## config.mk

```make
export PLATFORM = sky130hd
export DESIGN_NAME = axi_lite_hub_n
export DESIGN_NICKNAME = d
export VERILOG_FILES = /design/src/rtl/axi_hub_pkg.sv /design/src/rtl/axi_lite_addr_decoder.sv /design/src/rtl/axi_lite_hub_n.sv
export SDC_FILE = /design/constraint.sdc
export NUM_CORES = 1
export LEC_CHECK = 0
export ABC_AREA = 1
export CAP_MARGIN = 0
export CORE_AREA = 2 2 584 586
export CTS_CLUSTER_DIAMETER = 150
export DETAILED_ROUTE_END_ITERATION = 12
export DIE_AREA = 0 0 586 588
export GPL_TIMING_DRIVEN = 0
export HOLD_SLACK_MARGIN = 0.12
export SLEW_MARGIN = 10
export SYNTH_ARGS = -nofsm -noshare
export SYNTH_HDL_FRONTEND = slang
export SYNTH_HIERARCHICAL = 1
export SYNTH_SLANG_ARGS = --single-unit
```

## constraint.sdc

```tcl
create_clock -name clk -period 3.9 [get_ports clk]
set_clock_uncertainty 0.15 [all_clocks]
set_input_delay 1.17 -clock clk [delete_from_list [all_inputs] [get_ports clk]]
set_output_delay 1.17 -clock clk [all_outputs]
set_load 0.05 [all_outputs]
```

## src/rtl/axi_hub_pkg.sv

```systemverilog
// Shared types and response codes for the parametrised AXI-lite hub.
package axi_hub_pkg;

    localparam logic [1:0] RESP_OKAY   = 2'b00;
    localparam logic [1:0] RESP_SLVERR = 2'b10;
    localparam logic [1:0] RESP_DECERR = 2'b11;

    typedef enum logic [2:0] {W_IDLE, W_FWD, W_RESP, W_ERRD, W_ERRB} wstate_t;
    typedef enum logic [1:0] {R_IDLE, R_FWD, R_DATA, R_ERR} rstate_t;

    typedef struct packed {
        logic       hit;
        logic [3:0] idx;
    } sel_t;

endpackage

```

## src/rtl/axi_lite_addr_decoder.sv

```systemverilog
// Combinational address decoder: maps an address onto the lowest-index slave region it falls in.
module axi_lite_addr_decoder
    import axi_hub_pkg::*;
#(
    parameter int unsigned                   NUM_SLAVES = 4,
    parameter int unsigned                   ADDR_W     = 64,
    parameter logic [NUM_SLAVES*ADDR_W-1:0]  SLV_BASE   = '0,
    parameter logic [NUM_SLAVES*ADDR_W-1:0]  SLV_LEN    = '0
) (
    input  logic [ADDR_W-1:0] addr_i,
    output sel_t              sel_o
);

    logic [ADDR_W:0] base;
    logic [ADDR_W:0] limit;

    // Walk downwards so the lowest matching index is the one left standing.
    always_comb begin
        sel_o = '0;
        base  = '0;
        limit = '0;
        for (int i = int'(NUM_SLAVES) - 1; i >= 0; i--) begin
            base  = {1'b0, SLV_BASE[i*ADDR_W +: ADDR_W]};
            limit = base + {1'b0, SLV_LEN[i*ADDR_W +: ADDR_W]};
            if ((SLV_LEN[i*ADDR_W +: ADDR_W] != '0) && ({1'b0, addr_i} >= base) &&
                ({1'b0, addr_i} < limit)) begin
                sel_o.hit = 1'b1;
                sel_o.idx = 4'(i);
            end
        end
    end

endmodule

```

## src/rtl/axi_lite_hub_n.sv

```systemverilog
// 1-master to N-slave AXI-lite hub with independent read/write tracking and decode-error telemetry.
module axi_lite_hub_n
    import axi_hub_pkg::*;
#(
    parameter int unsigned                   NUM_SLAVES = 4,
    parameter int unsigned                   ADDR_W     = 64,
    parameter int unsigned                   DATA_W     = 64,
    parameter logic [NUM_SLAVES*ADDR_W-1:0]  SLV_BASE   = '0,
    parameter logic [NUM_SLAVES*ADDR_W-1:0]  SLV_LEN    = '0,
    parameter int unsigned                   ERR_CNT_W  = 16
) (
    input  logic                                  clk,
    input  logic                                  rstn,
    input  logic                                  m_awvalid_i,
    output logic                                  m_awready_o,
    input  logic [ADDR_W-1:0]                     m_awaddr_i,
    input  logic [2:0]                            m_awprot_i,
    input  logic                                  m_wvalid_i,
    output logic                                  m_wready_o,
    input  logic [DATA_W-1:0]                     m_wdata_i,
    input  logic [DATA_W/8-1:0]                   m_wstrb_i,
    output logic                                  m_bvalid_o,
    input  logic                                  m_bready_i,
    output logic [1:0]                            m_bresp_o,
    input  logic                                  m_arvalid_i,
    output logic                                  m_arready_o,
    input  logic [ADDR_W-1:0]                     m_araddr_i,
    input  logic [2:0]                            m_arprot_i,
    output logic                                  m_rvalid_o,
    input  logic                                  m_rready_i,
    output logic [DATA_W-1:0]                     m_rdata_o,
    output logic [1:0]                            m_rresp_o,
    output logic [NUM_SLAVES-1:0]                 s_awvalid_o,
    input  logic [NUM_SLAVES-1:0]                 s_awready_i,
    output logic [NUM_SLAVES-1:0][ADDR_W-1:0]     s_awaddr_o,
    output logic [NUM_SLAVES-1:0][2:0]            s_awprot_o,
    output logic [NUM_SLAVES-1:0]                 s_wvalid_o,
    input  logic [NUM_SLAVES-1:0]                 s_wready_i,
    output logic [NUM_SLAVES-1:0][DATA_W-1:0]     s_wdata_o,
    output logic [NUM_SLAVES-1:0][DATA_W/8-1:0]   s_wstrb_o,
    input  logic [NUM_SLAVES-1:0]                 s_bvalid_i,
    output logic [NUM_SLAVES-1:0]                 s_bready_o,
    input  logic [NUM_SLAVES-1:0][1:0]            s_bresp_i,
    output logic [NUM_SLAVES-1:0]                 s_arvalid_o,
    input  logic [NUM_SLAVES-1:0]                 s_arready_i,
    output logic [NUM_SLAVES-1:0][ADDR_W-1:0]     s_araddr_o,
    output logic [NUM_SLAVES-1:0][2:0]            s_arprot_o,
    input  logic [NUM_SLAVES-1:0]                 s_rvalid_i,
    output logic [NUM_SLAVES-1:0]                 s_rready_o,
    input  logic [NUM_SLAVES-1:0][DATA_W-1:0]     s_rdata_i,
    input  logic [NUM_SLAVES-1:0][1:0]            s_rresp_i,
    output logic [ERR_CNT_W-1:0]                  dec_err_cnt,
    output logic [ADDR_W-1:0]                     last_err_addr,
    output logic                                  err_pulse
);

    sel_t aw_sel, ar_sel;

    axi_lite_addr_decoder #(
        .NUM_SLAVES(NUM_SLAVES), .ADDR_W(ADDR_W), .SLV_BASE(SLV_BASE), .SLV_LEN(SLV_LEN)
    ) u_aw_dec (
        .addr_i(m_awaddr_i),
        .sel_o (aw_sel)
    );

    axi_lite_addr_decoder #(
        .NUM_SLAVES(NUM_SLAVES), .ADDR_W(ADDR_W), .SLV_BASE(SLV_BASE), .SLV_LEN(SLV_LEN)
    ) u_ar_dec (
        .addr_i(m_araddr_i),
        .sel_o (ar_sel)
    );

    wstate_t               w_state_q;
    rstate_t               r_state_q;
    sel_t                  w_sel_q, r_sel_q;
    logic [ADDR_W-1:0]     aw_addr_q, ar_addr_q;
    logic [2:0]            aw_prot_q, ar_prot_q;
    logic                  aw_done_q, w_done_q;
    logic [ERR_CNT_W-1:0]  err_cnt_q, err_cnt_d;
    logic [ERR_CNT_W:0]    err_sum;
    logic [ADDR_W-1:0]     err_addr_q;

    logic [NUM_SLAVES-1:0] w_oh, r_oh;
    logic                  s_aw_rdy, s_w_rdy, s_b_vld, s_ar_rdy, s_r_vld;
    logic [1:0]            s_b_resp, s_r_resp;
    logic [DATA_W-1:0]     s_r_data;
    logic                  aw_hs, w_hs, b_hs, s_aw_hs, ar_hs, r_hs, s_ar_hs;
    logic                  w_miss, r_miss;

    always_comb begin
        w_oh     = '0;
        r_oh     = '0;
        s_b_resp = RESP_OKAY;
        s_r_resp = RESP_OKAY;
        s_r_data = '0;
        for (int i = 0; i < int'(NUM_SLAVES); i++) begin
            w_oh[i] = (w_sel_q.idx == 4'(i));
            r_oh[i] = (r_sel_q.idx == 4'(i));
            if (w_oh[i]) s_b_resp = s_bresp_i[i];
            if (r_oh[i]) begin
                s_r_resp = s_rresp_i[i];
                s_r_data = s_rdata_i[i];
            end
        end
        s_aw_rdy = |(w_oh & s_awready_i);
        s_w_rdy  = |(w_oh & s_wready_i);
        s_b_vld  = |(w_oh & s_bvalid_i);
        s_ar_rdy = |(r_oh & s_arready_i);
        s_r_vld  = |(r_oh & s_rvalid_i);
    end

    // Outputs are gated by rstn so nothing handshakes while reset is held.
    always_comb begin
        m_awready_o = 1'b0;
        m_wready_o  = 1'b0;
        m_bvalid_o  = 1'b0;
        m_bresp_o   = RESP_OKAY;
        s_awvalid_o = '0;
        s_wvalid_o  = '0;
        s_bready_o  = '0;
        if (rstn) begin
            unique case (w_state_q)
                W_IDLE: m_awready_o = 1'b1;
                W_FWD: begin
                    s_awvalid_o = aw_done_q ? '0 : w_oh;
                    s_wvalid_o  = (m_wvalid_i && !w_done_q) ? w_oh : '0;
                    m_wready_o  = s_w_rdy && !w_done_q;
                end
                W_RESP: begin
                    m_bvalid_o = s_b_vld;
                    m_bresp_o  = s_b_resp;
                    s_bready_o = m_bready_i ? w_oh : '0;
                end
                W_ERRD: m_wready_o = 1'b1;
                W_ERRB: begin
                    m_bvalid_o = 1'b1;
                    m_bresp_o  = RESP_DECERR;
                end
                default: ;
            endcase
        end
    end

    always_comb begin
        m_arready_o = 1'b0;
        m_rvalid_o  = 1'b0;
        m_rdata_o   = '0;
        m_rresp_o   = RESP_OKAY;
        s_arvalid_o = '0;
        s_rready_o  = '0;
        if (rstn) begin
            unique case (r_state_q)
                R_IDLE: m_arready_o = 1'b1;
                R_FWD:  s_arvalid_o = r_oh;
                R_DATA: begin
                    m_rvalid_o = s_r_vld;
                    m_rdata_o  = s_r_data;
                    m_rresp_o  = s_r_resp;
                    s_rready_o = m_rready_i ? r_oh : '0;
                end
                R_ERR: begin
                    m_rvalid_o = 1'b1;
                    m_rresp_o  = RESP_DECERR;
                end
                default: ;
            endcase
        end
    end

    assign aw_hs   = m_awvalid_i && m_awready_o;
    assign w_hs    = m_wvalid_i && m_wready_o;
    assign b_hs    = m_bvalid_o && m_bready_i;
    assign s_aw_hs = s_aw_rdy && (|s_awvalid_o);
    assign ar_hs   = m_arvalid_i && m_arready_o;
    assign r_hs    = m_rvalid_o && m_rready_i;
    assign s_ar_hs = s_ar_rdy && (|s_arvalid_o);

    assign s_awaddr_o = {NUM_SLAVES{aw_addr_q}};
    assign s_awprot_o = {NUM_SLAVES{aw_prot_q}};
    assign s_wdata_o  = {NUM_SLAVES{m_wdata_i}};
    assign s_wstrb_o  = {NUM_SLAVES{m_wstrb_i}};
    assign s_araddr_o = {NUM_SLAVES{ar_addr_q}};
    assign s_arprot_o = {NUM_SLAVES{ar_prot_q}};

    always_ff @(posedge clk) begin
        if (!rstn) begin
            w_state_q <= W_IDLE;
            w_sel_q   <= '0;
            aw_addr_q <= '0;
            aw_prot_q <= '0;
            aw_done_q <= 1'b0;
            w_done_q  <= 1'b0;
        end else begin
            unique case (w_state_q)
                W_IDLE: if (aw_hs) begin
                    w_sel_q   <= aw_sel;
                    aw_addr_q <= m_awaddr_i;
                    aw_prot_q <= m_awprot_i;
                    aw_done_q <= 1'b0;
                    w_done_q  <= 1'b0;
                    w_state_q <= aw_sel.hit ? W_FWD : W_ERRD;
                end
                W_FWD: begin
                    if (s_aw_hs) aw_done_q <= 1'b1;
                    if (w_hs)    w_done_q  <= 1'b1;
                    if ((aw_done_q || s_aw_hs) && (w_done_q || w_hs)) w_state_q <= W_RESP;
                end
                W_RESP: if (b_hs) w_state_q <= W_IDLE;
                W_ERRD: if (w_hs) w_state_q <= W_ERRB;
                W_ERRB: if (b_hs) w_state_q <= W_IDLE;
                default: w_state_q <= W_IDLE;
            endcase
        end
    end

    always_ff @(posedge clk) begin
        if (!rstn) begin
            r_state_q <= R_IDLE;
            r_sel_q   <= '0;
            ar_addr_q <= '0;
            ar_prot_q <= '0;
        end else begin
            unique case (r_state_q)
                R_IDLE: if (ar_hs) begin
                    r_sel_q   <= ar_sel;
                    ar_addr_q <= m_araddr_i;
                    ar_prot_q <= m_arprot_i;
                    r_state_q <= ar_sel.hit ? R_FWD : R_ERR;
                end
                R_FWD:  if (s_ar_hs) r_state_q <= R_DATA;
                R_DATA: if (r_hs) r_state_q <= R_IDLE;
                R_ERR:  if (r_hs) r_state_q <= R_IDLE;
                default: r_state_q <= R_IDLE;
            endcase
        end
    end

    assign w_miss  = aw_hs && !aw_sel.hit;
    assign r_miss  = ar_hs && !ar_sel.hit;
    assign err_sum = {1'b0, err_cnt_q} + (ERR_CNT_W+1)'(w_miss) + (ERR_CNT_W+1)'(r_miss);
    assign err_cnt_d = err_sum[ERR_CNT_W] ? '1 : err_sum[ERR_CNT_W-1:0];

    always_ff @(posedge clk) begin
        if (!rstn) begin
            err_cnt_q  <= '0;
            err_addr_q <= '0;
        end else begin
            err_cnt_q <= err_cnt_d;
            if (w_miss)      err_addr_q <= m_awaddr_i;
            else if (r_miss) err_addr_q <= m_araddr_i;
        end
    end

    assign dec_err_cnt   = err_cnt_q;
    assign last_err_addr = err_addr_q;
    assign err_pulse     = w_miss || r_miss;

endmodule

```

==> results of run 1 <==
==> timing repair <==
action / 4_1_cts / 5_1_grt
hold endpoints to repair: 0 / 0
resized for setup: 890 / 128
cloned: 2 / 3
buffers inserted: 39 / 25
setup endpoints to repair: 351 / 101
pin swaps: 27 / 34
==> placed cells by master, fill, tap and decap left out, types with 7 or more instances in the layout <==
cell type	n
sky130_fd_sc_hd__nand2_2	21
sky130_fd_sc_hd__clkbuf_2	20
sky130_fd_sc_hd__a21oi_1	117
sky130_fd_sc_hd__conb_1	10
sky130_fd_sc_hd__nor2_2	8
sky130_fd_sc_hd__nor2_4	14
sky130_fd_sc_hd__nand3_1	207
sky130_fd_sc_hd__buf_2	18
sky130_fd_sc_hd__inv_1	99
sky130_fd_sc_hd__o21ai_1	60
sky130_fd_sc_hd__clkbuf_16	39
sky130_fd_sc_hd__buf_8	12
sky130_fd_sc_hd__dfxtp_1	209
sky130_fd_sc_hd__clkinvlp_4	8
sky130_fd_sc_hd__dfxtp_2	18
sky130_fd_sc_hd__buf_1	7
sky130_fd_sc_hd__nor3_1	7
sky130_fd_sc_hd__clkdlybuf4s50_1	1313
sky130_fd_sc_hd__nand3_2	18
sky130_fd_sc_hd__o21ai_0	82
sky130_fd_sc_hd__buf_4	761
sky130_fd_sc_hd__buf_6	57
sky130_fd_sc_hd__diode_2	47
sky130_fd_sc_hd__buf_12	32
sky130_fd_sc_hd__clkbuf_1	56
sky130_fd_sc_hd__dlygate4sd2_1	13
sky130_fd_sc_hd__nor2_1	34
sky130_fd_sc_hd__nand2_1	490
sky130_fd_sc_hd__o211ai_1	68
sky130_fd_sc_hd__clkbuf_4	13
sky130_fd_sc_hd__nand2_4	20
sky130_fd_sc_hd__a31oi_1	51
==> stage by stage <==
| step | hold WS, ns | instances | TNS (ns) |
|---|---|---|---|
| after floorplan | 0.291 | 2424 | -0.511 |
| after global placement | 0.304 | 8389 | -707.00 |
| after detailed placement | 0.307 | 8392 | -507.66 |
| after CTS | 0.327 | 8478 | -2.10 |
| after global routing | 0.345 | 8515 | -2.33 |
| final | 0.327 | 8546 | -0.802 |
==> Yosys cell counts <==
cell type,n
sky130_fd_sc_hd__nand4_1,6
sky130_fd_sc_hd__conb_1,2
sky130_fd_sc_hd__nor2_4,1
sky130_fd_sc_hd__o21ai_1,44
sky130_fd_sc_hd__nor4_1,2
sky130_fd_sc_hd__buf_1,13
sky130_fd_sc_hd__buf_2,16
sky130_fd_sc_hd__clkinv_1,2
sky130_fd_sc_hd__dfxtp_1,229
sky130_fd_sc_hd__inv_2,4
sky130_fd_sc_hd__nor3_4,1
sky130_fd_sc_hd__o21bai_1,1
sky130_fd_sc_hd__a211oi_1,1
sky130_fd_sc_hd__or2_2,1
sky130_fd_sc_hd__a31oi_1,51
sky130_fd_sc_hd__nor3_1,14
sky130_fd_sc_hd__nand2_1,535
sky130_fd_sc_hd__a21oi_1,118
sky130_fd_sc_hd__fa_1,1
sky130_fd_sc_hd__inv_1,106
sky130_fd_sc_hd__nor2_1,52
sky130_fd_sc_hd__ha_1,1
sky130_fd_sc_hd__nand3_1,227
sky130_fd_sc_hd__o21ai_0,98
sky130_fd_sc_hd__nor3b_1,1
sky130_fd_sc_hd__nor2_2,3
sky130_fd_sc_hd__xor2_1,6
sky130_fd_sc_hd__buf_4,705
sky130_fd_sc_hd__clkbuf_1,101
sky130_fd_sc_hd__nand3b_1,1
sky130_fd_sc_hd__xnor2_1,3
sky130_fd_sc_hd__o211ai_1,68
sky130_fd_sc_hd__nand2_2,1
sky130_fd_sc_hd__o2111ai_1,1
==> layer usage <==
metal / share of wire / wire [um] / track usage
met5: 0.0013 / 303 / 0
met2: 0.46 / 104000 / 0.206
met4: 0.040 / 8990 / 0.0450
met1: 0.40 / 89800 / 0.148
met3: 0.099 / 22400 / 0.0384
==> state kept, by name, summed over array words and instances (netlist names) <==
register	flops
ar_addr_q	64
ar_prot_q	3
aw_addr_q	64
aw_done_q	1
aw_prot_q	3
dec_err_cnt	16
last_err_addr	64
r_sel_q	4
r_state_q	2
w_done_q	1
w_sel_q	4
w_state_q	3
==> worst max-delay path by stage <==
stage / from / depth (start not counted) / slack [ns] / endpoint
floorplan: rstn / 20 / -0.11 / dec_err_cnt[15]
global placement: rstn / 10 / -4.13 / err_pulse
detailed placement: rstn / 11 / -3.71 / err_pulse
CTS: w_sel_q[3] / 10 / -0.69 / m_bresp_o[0]
global route: w_sel_q[3] / 10 / -0.71 / m_bresp_o[0]
finish: w_sel_q[3] / 10 / -0.47 / m_bresp_o[0]
==> report_power, final <==
part | internal (mW) | switching, mW
sequential | 2.74 | 1.29
combinational | 4.39 | 7.91
clock | 1.66 | 1.27
==> cell type report <==
class	instances	area, um2
clock inverter	16	244
inverter	112	468
fill	39210	299000
clock buffer	32	714
sequential	229	4610
buffer	829	6240
tap	4536	5680
antenna	47	118
timing repair buffer	1497	15200
multi-input combinational	1248	6410
==> kinds of logic after synthesis <==
logic type | share of synthesized area
buffers and inverters | 0.374
and+or+nand+nor | 0.213
AOI/OAI and AO/OA | 0.130
DFF | 0.276
xor gates and xnor gates | 0.00475
adders and majority gates | 0.00196
other | 0.000452
==> tightest hold or removal path, delay by kind of cell (launching register included) <==
family	cells	cell delay [ns]
compound gates	1	0.05
flops	1	0.32
simple gates	1	0.06
==> parameters.txt, run 1 <==
Parameter                              Value

Critical path
  Critical-path maximum fanout    5
  Critical path launch point type    flip-flop
  Critical Path End Type    output port
  Critical path start-end classification    flip-flop to output port
  Length in cells of the worst reg-to-reg path    21
  Required time at the worst-slack endpoint    approximately 2.6 ns
  FF-to-FF End    dec_err_cnt[10]
  Slowest stage delay, CP    0.75 ns
  Slowest library cell on the worst path    sky130_fd_sc_hd__nand4_1
  Arrival time of data at the critical path endpoint    between 3 and 4 ns
  Top cell by count, worst path    sky130_fd_sc_hd__buf_12
  Startpoint of the most critical register-to-register path    w_state_q[1]
  Kind of cell adding the most delay to the critical path    simple AND/OR/NAND/NOR gates
  Crit path cell chain    nor2_4 -> buf_12 -> nand2_8 -> clkinvlp_4 -> buf_12 -> nand2_2 -> nand4_1 -> nand2_1 -> a21oi_2 -> buf_8
  Worst path bufs/invs    4
  Minimum setup slack among reg-to-reg paths    0.30 ns

Global routing
  Number of global-route vias before repair    ~22000
  Total overflow reported by the global router    0
  GRT Overall Usage    0.124
  Number of antenna violations at the first check in global routing    roughly 120
  Pin count of the biggest net entering global routing    20
  Global-route wire length before repair    between 200000 and 300000 um

Floorplanning
  Die footprint    between 300000 and 400000 um2
  Effective utilization at floorplan    0.0491
  Placement row count    roughly 210
  Vert. Die Dim    588 um
  Die X-Extent    a little under 600 um
  Number of top-level design ports    1503
  Area of the core region    about 340000 um2

Power
  Areal power density over the cells    between 400 and 500 nW/um2
  Leakage power figure    15.8 nW
  Tot Pwr    roughly 19 mW
  Max rail drop VDD    0.294 mV

Timing
  Setup violations, final    8
  Tmin final    ~4.4 ns
  Unrepaired setup endpoints after global routing    true
  Post-route clock period utilization    1.12
  Fin. Hold Viols    0
  Setup slack of the critical path after layout    -0.473 ns
  Slew at the pin closest to its max-slew limit    around 1.2 ns
  Max Fclk    between 200 and 250 MHz
  Count of final max-slew check failures    0
  Worst-case headroom to the max-slew limit    0.202

Drt
  DR pass1 iterations    7
  Via/cell ratio    approximately 2.7
  Drt drc    0
  Iteration-0 DRC count of the detailed router    between 1500 and 2000
  Number of nets with antenna violations after detailed routing    0
  Mean routed wirelength per cell    roughly 26 um
  Vias    between 20000 and 25000
  Final Routed Wirelength    ~230000 um

CTS
  Clock root buffer    sky130_fd_sc_hd__clkbuf_16
  Clock-pin slew reported for the worst setup and hold paths after clock tree synthesis    0.07 ns
  Worst-Skew Late Latency    roughly 0.64 ns
  Num Clock Sinks    229
  Post-cts hold buffer count    0
  Clock tree from TritonCTS    done
  CTS buffer count    26
  Clock tree buffer depth    3
  H-tree depth    1

Finish
  Cell area after layout    slightly below 40000 um2
  Fin nets    4450
  Layout overhead on the synthesized area    139%
  Share of the core filled with cells in the final layout    0.117
  Share of cells above drive strength 1    0.281

Synth
  Cell variety after synth    34
  Avg Synthesized Cell Area    just under 7 um2
  Area of the mapped netlist    approximately 17000 um2
  Gate count after technology mapping    2416
  Count of warnings emitted by yosys    6
  Share of Yosys cell area claimed by the top area cell type    0.319
  Biggest area consumer among synthesized cells    sky130_fd_sc_hd__buf_4
  Synth Register Bits    roughly 230
  Leading cell types by total area after synthesis    sky130_fd_sc_hd__buf_4, sky130_fd_sc_hd__dfxtp_1, sky130_fd_sc_hd__nand2_1
  Fraction of the yosys area taken by sequential cells    0.276

Worst hold path
  Worst hold endpoint    last_err_addr[4]
  Worst hold path depth    2
  HP Class    flip-flop to flip-flop
  Startpoint of the worst hold path    last_err_addr[4]

Placement
  Placement-stage worst setup slack    -3.71 ns
  Placed wire-length estimate    about 200000 um
  Instance area at placement    36800 um2
  Routability congestion estimate    between 0.9 and 1
  Port Buffers    1429

Status
  Result of the run    complete, but fails checks
  Violated checks    setup timing

Run
  Reported max-cap violation count    0
Power figures use the tool's default switching activity.
==> inputs of run 2 (changes only) <==
--- a/config.mk
+++ b/config.mk
@@ -9,11 +9,12 @@
 export CAP_MARGIN = 0
 export CORE_AREA = 2 2 584 586
 export CTS_CLUSTER_DIAMETER = 150
+export CTS_CLUSTER_SIZE = 16
 export DETAILED_ROUTE_END_ITERATION = 12
 export DIE_AREA = 0 0 586 588
 export GPL_TIMING_DRIVEN = 0
 export HOLD_SLACK_MARGIN = 0.12
-export SLEW_MARGIN = 10
+export SLEW_MARGIN = 20
 export SYNTH_ARGS = -nofsm -noshare
 export SYNTH_HDL_FRONTEND = slang
 export SYNTH_HIERARCHICAL = 1
==> run 2 against run 1 <==
Effect of this change: critical path type unchanged; largest power group unchanged; largest cell class unchanged; utilization increased by 0.22 points; sequential power about the same; clock power decreased by 32%; sequential share of layout area decreased by 0.22 points; via count increased by 0.61%; fmax increased by 1.7%; sequential cell count unchanged; the flow still finishes with violations (setup timing).
==> parameters.txt, run 2 (same netlist as run 1, synthesis figures left out) <==
Parameter                              Value

Floorplanning
  Area of the core region    about 340000 um2
  Die X-Extent    roughly 590 um
  Number of top-level design ports    between 1500 and 2000
  Die footprint    between 300000 and 400000 um2
  Placement row count    roughly 210
  Vert. Die Dim    588 um
  Effective utilization at floorplan    0.0491

Power
  Net switching power    between 10 and 15 mW
  Sequential group share of total power    0.215
  Power share of the combinational group    0.679
  Fraction of power spent switching nets    0.557
  Clock power share    0.106
  Internal power    a little over 8 mW
  Areal power density over the cells    462 nW/um2
  Leakage power figure    16.1 nW
  Max rail drop VDD    around 0.25 mV

Timing
  Count of final max-slew check failures    0
  Fin. Hold Viols    0
  Setup slack of the critical path after layout    -0.398 ns
  Worst hold slack    0.325 ns
  Post-route clock period utilization    1.10
  Tmin final    between 4 and 5 ns
  Unrepaired setup endpoints after global routing    true
  Max Fclk    233 MHz
  Worst-case headroom to the max-slew limit    0.268
  Setup violations, final    7
  Slew at the pin closest to its max-slew limit    approximately 1.1 ns

Critical path
  Length in cells of the worst reg-to-reg path    21
  Critical path launch point type    flip-flop
  Critical-path maximum fanout    5
  Critical Path End Type    output port
  Required time at the worst-slack endpoint    2.58 ns
  Minimum setup slack among reg-to-reg paths    approximately 0.32 ns
  Critical path start-end classification    flip-flop to output port
  Arrival time of data at the critical path endpoint    approximately 3.0 ns
  Startpoint of the most critical register-to-register path    w_state_q[1]
  FF-to-FF End    dec_err_cnt[14]

Global routing
  Number of global-route vias before repair    roughly 22000
  GRT Overall Usage    0.124
  Global-route wire length before repair    roughly 270000 um
  Total overflow reported by the global router    0
  Pin count of the biggest net entering global routing    20
  Number of antenna violations at the first check in global routing    roughly 120

CTS
  Clock tree buffer depth    3
  Post-cts hold buffer count    0
  Clock tree from TritonCTS    done
  Num Clock Sinks    ~230
  Clock root buffer    sky130_fd_sc_hd__clkbuf_16
  H-tree depth    1
  CTS buffer count    19
  Clock-pin slew reported for the worst setup and hold paths after clock tree synthesis    ~0.080 ns
  Worst-Skew Late Latency    approximately 0.61 ns

Finish
  Post-route non-filler standard cell count    around 8600
  Fin nets    4486
  Share of cells above drive strength 1    0.300
  Leading cell types in the layout, fill and taps excluded    sky130_fd_sc_hd__clkdlybuf4s50_1, sky130_fd_sc_hd__buf_4, sky130_fd_sc_hd__nand2_1, sky130_fd_sc_hd__dfxtp_1, sky130_fd_sc_hd__nand3_1
  Leading cell type in the layout, fill and taps excluded    sky130_fd_sc_hd__clkdlybuf4s50_1
  Layout overhead on the synthesized area    143%

Status
  Result of the run    complete, but fails checks
  Violated checks    setup timing

Placement
  Port Buffers    about 1400
  Number of cells in the design after placement    approximately 8400
  Routability congestion estimate    between 0.9 and 1
  Placed wire-length estimate    204000 um

Worst hold path
  Worst hold path depth    2
  Startpoint of the worst hold path    last_err_addr[22]
  HP Class    flip-flop to flip-flop
  Worst hold endpoint    last_err_addr[22]

Drt
  Vias    23435
  Via/cell ratio    2.73
  DR pass1 iterations    5
  Iteration-0 DRC count of the detailed router    around 1600
  Number of nets with antenna violations after detailed routing    0
  Final Routed Wirelength    227000 um
  Mean routed wirelength per cell    about 26 um
  Drt drc    0

Run
  Reported max-cap violation count    0
-- run 2: cell count changes in the layout (fill, tap and decap cells not counted), moves of 6 or more --
cell | before | now
sky130_fd_sc_hd__nand2_1 | 490 | 472
sky130_fd_sc_hd__o21ai_2 | 0 | 28
sky130_fd_sc_hd__nand2_2 | 21 | 41
sky130_fd_sc_hd__clkbuf_1 | 56 | 48
sky130_fd_sc_hd__buf_8 | 12 | 37
sky130_fd_sc_hd__o21ai_0 | 82 | 47
sky130_fd_sc_hd__nand3_1 | 207 | 201
sky130_fd_sc_hd__diode_2 | 47 | 55
sky130_fd_sc_hd__buf_6 | 57 | 51
sky130_fd_sc_hd__clkbuf_4 | 13 | 6
sky130_fd_sc_hd__buf_4 | 761 | 768
sky130_fd_sc_hd__buf_12 | 32 | 52
-- run 2: through the flow --
step | power [mW] | TNS (ns) | setup slack [ns] | area [um2] | util
3_5_place_dp | 15.9 | -390.87 | -3.09 | 36900 | 0.109
4_1_cts | 18.5 | -2.76 | -0.667 | 38800 | 0.115
5_1_grt | 19.4 | -3.61 | -0.643 | 40400 | 0.119
3_3_place_gp | 15.8 | -707.00 | -4.13 | 36700 | 0.108
2_1_floorplan | 10.2 | -0.511 | -0.111 | 16700 | -
6_report | 18.7 | -0.544 | -0.398 | 40400 | 0.119
-- run 2: metal layers --
| metal | wire [um] | vias to the layer above | track usage |
|---|---|---|---|
| li1 | - | 10335 | - |
| met1 | 89500 | 11127 | 0.147 |
| met2 | 103000 | 1633 | 0.202 |
| met3 | 22600 | 288 | 0.0408 |
| met4 | 10600 | 52 | 0.0508 |
| met5 | 475 | - | 0 |
-- run 2: worst max path at each step --
stage                          start         endpoint  cells after the start
final                     w_sel_q[3]     m_bresp_o[0]                     10
after detailed placement        rstn        err_pulse                     11
after CTS                 w_sel_q[3]     m_bresp_o[0]                     10
after global routing      w_sel_q[3]     m_bresp_o[0]                     10
after floorplan                 rstn  dec_err_cnt[15]                     20
after global placement          rstn        err_pulse                     10
-- run 2: cell type report --
| cell class | count | area [um2] |
|---|---|---|
| Timing Repair Buffer | 1544 | 16100 |
| Multi-Input combinational cell | 1248 | 6640 |
| Clock inverter | 5 | 46.3 |
| Clock buffer | 19 | 475 |
| Tap cell | 4536 | 5680 |
| Inverter | 112 | 480 |
| Sequential cell | 229 | 4610 |
| Antenna cell | 55 | 138 |
| Buffer | 825 | 6230 |
| Fill cell | 39223 | 298000 |
-- run 2: power groups by stage --
| stage | registers (mW) | clock network, mW | logic [mW] |
|---|---|---|---|
| 4_1_cts | 4.10 | 2.12 | 12.3 |
| 3_3_place_gp | 4.13 | 0 | 11.7 |
| 2_1_floorplan | 4.33 | 0 | 5.86 |
| 3_5_place_dp | 4.14 | 0 | 11.7 |
| 6_report | 4.02 | 1.99 | 12.7 |
| 5_1_grt | 4.10 | 2.13 | 13.2 |
-- run 2: critical path, stage by stage, from the launching register on --
cell	delay [ns]
sky130_fd_sc_hd__dfxtp_4	0.39
sky130_fd_sc_hd__nor2_4	0.21
sky130_fd_sc_hd__buf_12	0.18
sky130_fd_sc_hd__nand2_8	0.05
sky130_fd_sc_hd__clkinvlp_4	0.09
sky130_fd_sc_hd__buf_12	0.15
sky130_fd_sc_hd__nand2_1	0.07
sky130_fd_sc_hd__nand4_1	0.62
sky130_fd_sc_hd__nand2_1	0.14
sky130_fd_sc_hd__a21oi_2	0.21
sky130_fd_sc_hd__buf_8	0.22
-- run 2: repair_timing --
item                                    4_1_cts  5_1_grt
endpoints found under the setup margin      232       87
gates cloned                                  4       10
setup buffers                                43       54
gates resized for setup                     909      295
pin swaps                                    30       87
